$ cat config.mk
export PLATFORM = sky130hd
export DESIGN_NAME = stripes_weight_serializer
export DESIGN_NICKNAME = d
export VERILOG_FILES = /design/src/rtl/stripes_weight_serializer.sv
export SDC_FILE = /design/constraint.sdc
export NUM_CORES = 1
export LEC_CHECK = 0
export CAP_MARGIN = 20
export CORE_AREA = 3 3 105 207
export DETAILED_ROUTE_END_ITERATION = 8
export DIE_AREA = 0 0 108 210
export GPL_TIMING_DRIVEN = 0
export PLACE_DENSITY = 0.79
export SLEW_MARGIN = 20
export SYNTH_ARGS = -nofsm -noshare
export SYNTH_HDL_FRONTEND = slang
export SYNTH_SLANG_ARGS = --single-unit
$ cat constraint.sdc
create_clock -name clk -period 2 [get_ports clk]
set_input_delay 0.4 -clock clk [delete_from_list [all_inputs] [get_ports clk]]
set_output_delay 0.4 -clock clk [all_outputs]
set_load 0.05 [all_outputs]
$ cat src/rtl/stripes_weight_serializer.sv
// Stripes weight serializer: parallel weight vector in, MSB-first bit lanes out.
// Double-buffered (shadow + active) so back-to-back vectors stream without bubbles.
module stripes_weight_serializer #(
  parameter int DATA_WIDTH = 8,
  parameter int VEC_LENGTH = 16
) (
  input  logic clk,
  input  logic reset,
  input  logic clear,
  input  logic stall,
  input  logic w_valid,
  input  logic signed [VEC_LENGTH-1:0][DATA_WIDTH-1:0] w_in,
  output logic w_ready,
  output logic [VEC_LENGTH-1:0] w_bit,
  output logic is_msb,
  output logic delayed_is_msb,
  output logic mac_en,
  output logic result_valid
);

  localparam int IW = (DATA_WIDTH > 1) ? $clog2(DATA_WIDTH) : 1;
  localparam logic [IW-1:0] IDX_TOP = IW'(DATA_WIDTH - 1);

  localparam logic [0:0] IDLE  = 1'b0;
  localparam logic [0:0] SHIFT = 1'b1;

  logic [VEC_LENGTH-1:0][DATA_WIDTH-1:0] shadow_q;
  logic [VEC_LENGTH-1:0][DATA_WIDTH-1:0] active_q;
  logic [VEC_LENGTH-1:0][DATA_WIDTH-1:0] shifted;
  logic                                  shadow_full;
  logic [0:0]                            state_q;
  logic [IW-1:0]                         bit_idx;
  logic                                  drain_q;
  logic                                  rv1_q;
  logic                                  rv2_q;
  logic                                  dmsb_q;

  logic in_shift;
  logic last_bit;
  logic transfer;
  logic accept;

  assign in_shift = (state_q == SHIFT);
  assign last_bit = in_shift && (bit_idx == '0);
  assign transfer = !stall && shadow_full
                 && (!in_shift || last_bit);
  assign w_ready  = !shadow_full || transfer;
  assign accept   = w_valid && w_ready;

  assign is_msb         = in_shift && (bit_idx == IDX_TOP);
  assign delayed_is_msb = dmsb_q;
  assign mac_en         = !stall && (in_shift || drain_q);
  // Held pulse is released only on an enabled cycle, so a stall never stretches it.
  assign result_valid   = rv2_q && !stall;

  // Lane MSB taps and next-cycle shifted lanes.
  always_comb begin
    w_bit   = '0;
    shifted = '0;
    for (int j = 0; j < VEC_LENGTH; j++) begin
      w_bit[j]   = in_shift & active_q[j][DATA_WIDTH-1];
      shifted[j] = active_q[j] << 1;
    end
  end

  // Shadow buffer: accepts whenever empty or draining into the active register.
  always_ff @(posedge clk or negedge reset) begin
    if (!reset) begin
      shadow_q    <= '0;
      shadow_full <= 1'b0;
    end else if (clear) begin
      shadow_q    <= '0;
      shadow_full <= 1'b0;
    end else if (accept) begin
      shadow_q    <= w_in;
      shadow_full <= 1'b1;
    end else if (transfer) begin
      shadow_full <= 1'b0;
    end
  end

  // Serializer FSM: load from shadow, shift MSB first, reload on last bit.
  always_ff @(posedge clk or negedge reset) begin
    if (!reset) begin
      state_q  <= IDLE;
      active_q <= '0;
      bit_idx  <= IDX_TOP;
    end else if (clear) begin
      state_q  <= IDLE;
      active_q <= '0;
      bit_idx  <= IDX_TOP;
    end else if (!stall) begin
      if (transfer) begin
        state_q  <= SHIFT;
        active_q <= shadow_q;
        bit_idx  <= IDX_TOP;
      end else if (in_shift) begin
        active_q <= shifted;
        if (last_bit) begin
          state_q <= IDLE;
          bit_idx <= IDX_TOP;
        end else begin
          bit_idx <= bit_idx - 1'b1;
        end
      end
    end
  end

  // Delayed MSB flag, drain cycle and the two-stage result pipeline.
  always_ff @(posedge clk or negedge reset) begin
    if (!reset) begin
      dmsb_q  <= 1'b0;
      drain_q <= 1'b0;
      rv1_q   <= 1'b0;
      rv2_q   <= 1'b0;
    end else if (clear) begin
      dmsb_q  <= 1'b0;
      drain_q <= 1'b0;
      rv1_q   <= 1'b0;
      rv2_q   <= 1'b0;
    end else if (!stall) begin
      dmsb_q  <= is_msb;
      drain_q <= last_bit && !shadow_full;
      rv1_q   <= last_bit;
      rv2_q   <= rv1_q;
    end
  end

endmodule

==> results <==
-- tightest hold or removal path: cells and delay by family --
| kind | cells | cell delay (ps) |
|---|---|---|
| buffers and inverters | 1 | 400 |
| AO/OA/AOI/OAI | 1 | 50 |
| AND/OR/NAND/NOR | 1 | 50 |
-- state kept, by name, summed over array words and instances, names as in the netlist --
signal and flops:
in_shift 1, rv1_q 1, shadow_q 128, rv2_q 1
bit_idx 3, shadow_full 1, active_q 128, delayed_is_msb 1
drain_q 1
-- cell usage in the layout, fill, tap and decap left out, drive strengths merged, types with 2 or more instances in the layout --
master | netlist | layout
dfrtp | 262 | 262
nand2 | 258 | 258
a21oi | 239 | 239
clkdlybuf4s50 | 0 | 130
nor2 | 118 | 118
a22oi | 106 | 106
buf | 67 | 92
clkbuf | 30 | 74
a22o | 17 | 17
and2 | 17 | 17
mux2i | 8 | 8
clkinv | 0 | 7
o2bb2ai | 6 | 6
inv | 4 | 6
o21ai | 6 | 6
bufinv | 0 | 4
nor2b | 3 | 3
dfstp | 3 | 3
ha | 3 | 3
nand2b | 2 | 2
-- routing by layer --
metal | routed length [um] | vias to the layer above | GRT usage [%]
met5 | 0 | - | 0
met4 | 963 | 0 | 9.68
met3 | 1520 | 64 | 3.10
met2 | 16300 | 275 | 47.6
met1 | 11000 | 4614 | 31.9
li1 | - | 4358 | -
-- cell families (layout without fill, tap and decap cells) --
kind of cell	Yosys count	in the layout	share of synthesized area, %
AND/OR/NAND/NOR	401	401	14.3
adder cells (fa/ha/maj)	3	3	0.338
buffers and inverters	101	316	4.19
multiplexers	8	8	0.721
flip-flops	265	265	59.8
AO/OA/AOI/OAI	381	381	20.7
other	0	1	0
-- layout make-up --
class	count	area, um^2
timing repair buffer	174	1760
inverter	4	15.0
buffer	96	608
antenna	1	2.50
multi-input combinational	793	4170
clock inverter	13	176
fill	1581	6140
sequential	265	6640
clock buffer	29	618
tap	266	333
-- what timing repair did --
item / in CTS / in global routing
hold endpoints to repair: 91 / 0
pin swaps: 4 / 4
cloned: 2 / 0
setup endpoints to repair: 250 / 220
gates resized for setup: 183 / 63
setup buffers: 9 / 7
hold buffers: 1 / 0
-- per-stage QoR --
step	hold slack, ps	instance area (um^2)	power (W)	utilization (%)	worst slack, ps
3_5_place_dp	474	13000	0.00780	63.7	-945
6_report	419	14300	0.0126	70.0	-171
2_1_floorplan	104	11100	0.00701	-	190
4_1_cts	413	14100	0.0126	68.9	-144
5_1_grt	427	14300	0.0131	70.0	-210
3_3_place_gp	471	13000	0.00773	63.4	-10410
-- worst paths after layout --
kind,from,endpoint,slack (ps),cells after the start
worst max-delay path,bit_idx[1]$_DFFE_PN1P_,w_ready,-170,6
worst max register to register,in_shift$_DFFE_PN0P_,active_q[14]$_DFFE_PN0P_,40,8
min in group asynchronous,reset,shadow_q[49]$_DFFE_PN0P_,510,2
worst min-delay path,w_in[88],shadow_q[88]$_DFFE_PN0P_,420,3
max in group asynchronous,reset,bit_idx[0]$_DFFE_PN1P_,540,3
worst min register to register,active_q[5]$_DFFE_PN0P_,active_q[5]$_DFFE_PN0P_,490,1
-- report_power, final --
part | leakage, nW | total, W | switching (W) | internal (W)
Combinational | 2.55 | 0.00174 | 0.000983 | 0.000759
Clock | 0.396 | 0.00473 | 0.00200 | 0.00273
Sequential | 3.44 | 0.00609 | 0.000290 | 0.00580
Total | 6.39 | 0.0126 | 0.00327 | 0.00929
==> metrics <==
Detail Route Antenna Nets 0; DR iter-0 viols between 500 and 600; critical-path cell list inv_2 > ha_4 > nand2b_4 > and2_4 > o21ai_4 > buf_6; Mean Syn Cell Area approximately 9.6 um^2; violated checks negative setup slack; Die W between 100 and 150 um; DR pass1 iterations 5; final worst path period share 109%; Crit Path Max Fanout 3; Critical Path RT ~1600 ps; clock latency on the worst-skew pair 520 ps; Synth Flop Type dfrtp_1; clock transition at the registers of the reported paths 70 ps; Post-synth top cells 262 x dfrtp_1, 258 x nand2_1, 238 x a21oi_1, 118 x nor2_1, 106 x a22oi_1; Clock Path Buffers 3; RSZ-0062 raised after global routing true; Post-synth EDFFs 0; Max Clock Freq 461 MHz; async set-or-reset flop fraction in the synthesized netlist 100%; total grt overflow 0; synth unique cells 34; Power Dens Cells 877 mW/mm^2; Die Span Y around 210 um; clock root cell clkbuf_16; Max-cap violations 0; clk sinks 265; Hold/Removal Path Class in -> reg; Final Hold Vio Count 0; number of buffers and inverters on the critical path 2; detailed-placement wirelength estimate between 20000 and 25000 um; min setup slack post-route -171 ps; slowest library cell on the worst path dfstp_2; overall routing resource usage about a quarter; Finished Layout Cells roughly 1600; arrival time worst endpoint ~1800 ps; CP peak stage delay ~540 ps; Post-Synthesis Cells ~1200; PortBufs 153; wire per inst 18.1 um; sequential area share after synthesis between 50 and 60%; Via density 5.67; Final Setup Violations 7; Area Overhead vs Synth 29.0%; Final nets 1493; Top Family by Delay on Critical Path flip-flops; status complete, but fails checks; Tightest Pin Transition 712 ps; VDD IR max 702 uV; # rows between 70 and 80; total number of vias 9311; drt drc 0; top-count cell post-synth dfrtp_1; initial antenna violation count 1; Setup crit start kind flop; net count after synthesis 1295; Yosys reg bits about 270; layout cells sized above 1 14.8%; cell taking the most area after synthesis dfrtp_1; crit path capture type output pin; Num CTS Buffers 23; CP Class reg -> out; clock skew 8.26 ps; setup_tns -436 ps; DIE AREA 0.0227 mm^2; CTS H-Tree Depth 1; vias in the first global route between 9000 and 10000; post-route minimum period approximately 2200 ps; Synth area leaders dfrtp_1 59%, a21oi_1 11%, nand2_1 8.7%; first-pass GRT wire length 47500 um; Core Area 0.0205 mm^2; Synth Cell Area 0.0111 mm^2; pin count of the biggest net entering global routing 96; Ys Warns 0; Slew HR a little over half; Ports approximately 150; Final Routed Wirelength 29700 um; clock tree from TritonCTS built; routability cong. approximately 0.83; Starting Density 54.2%; top-area cell type share of the netlist area 59.1%; Final Max Tran Viols 0; Placed Cells 1580; Leakage Power 6.39 nW
(Power assumes the default switching activity.)
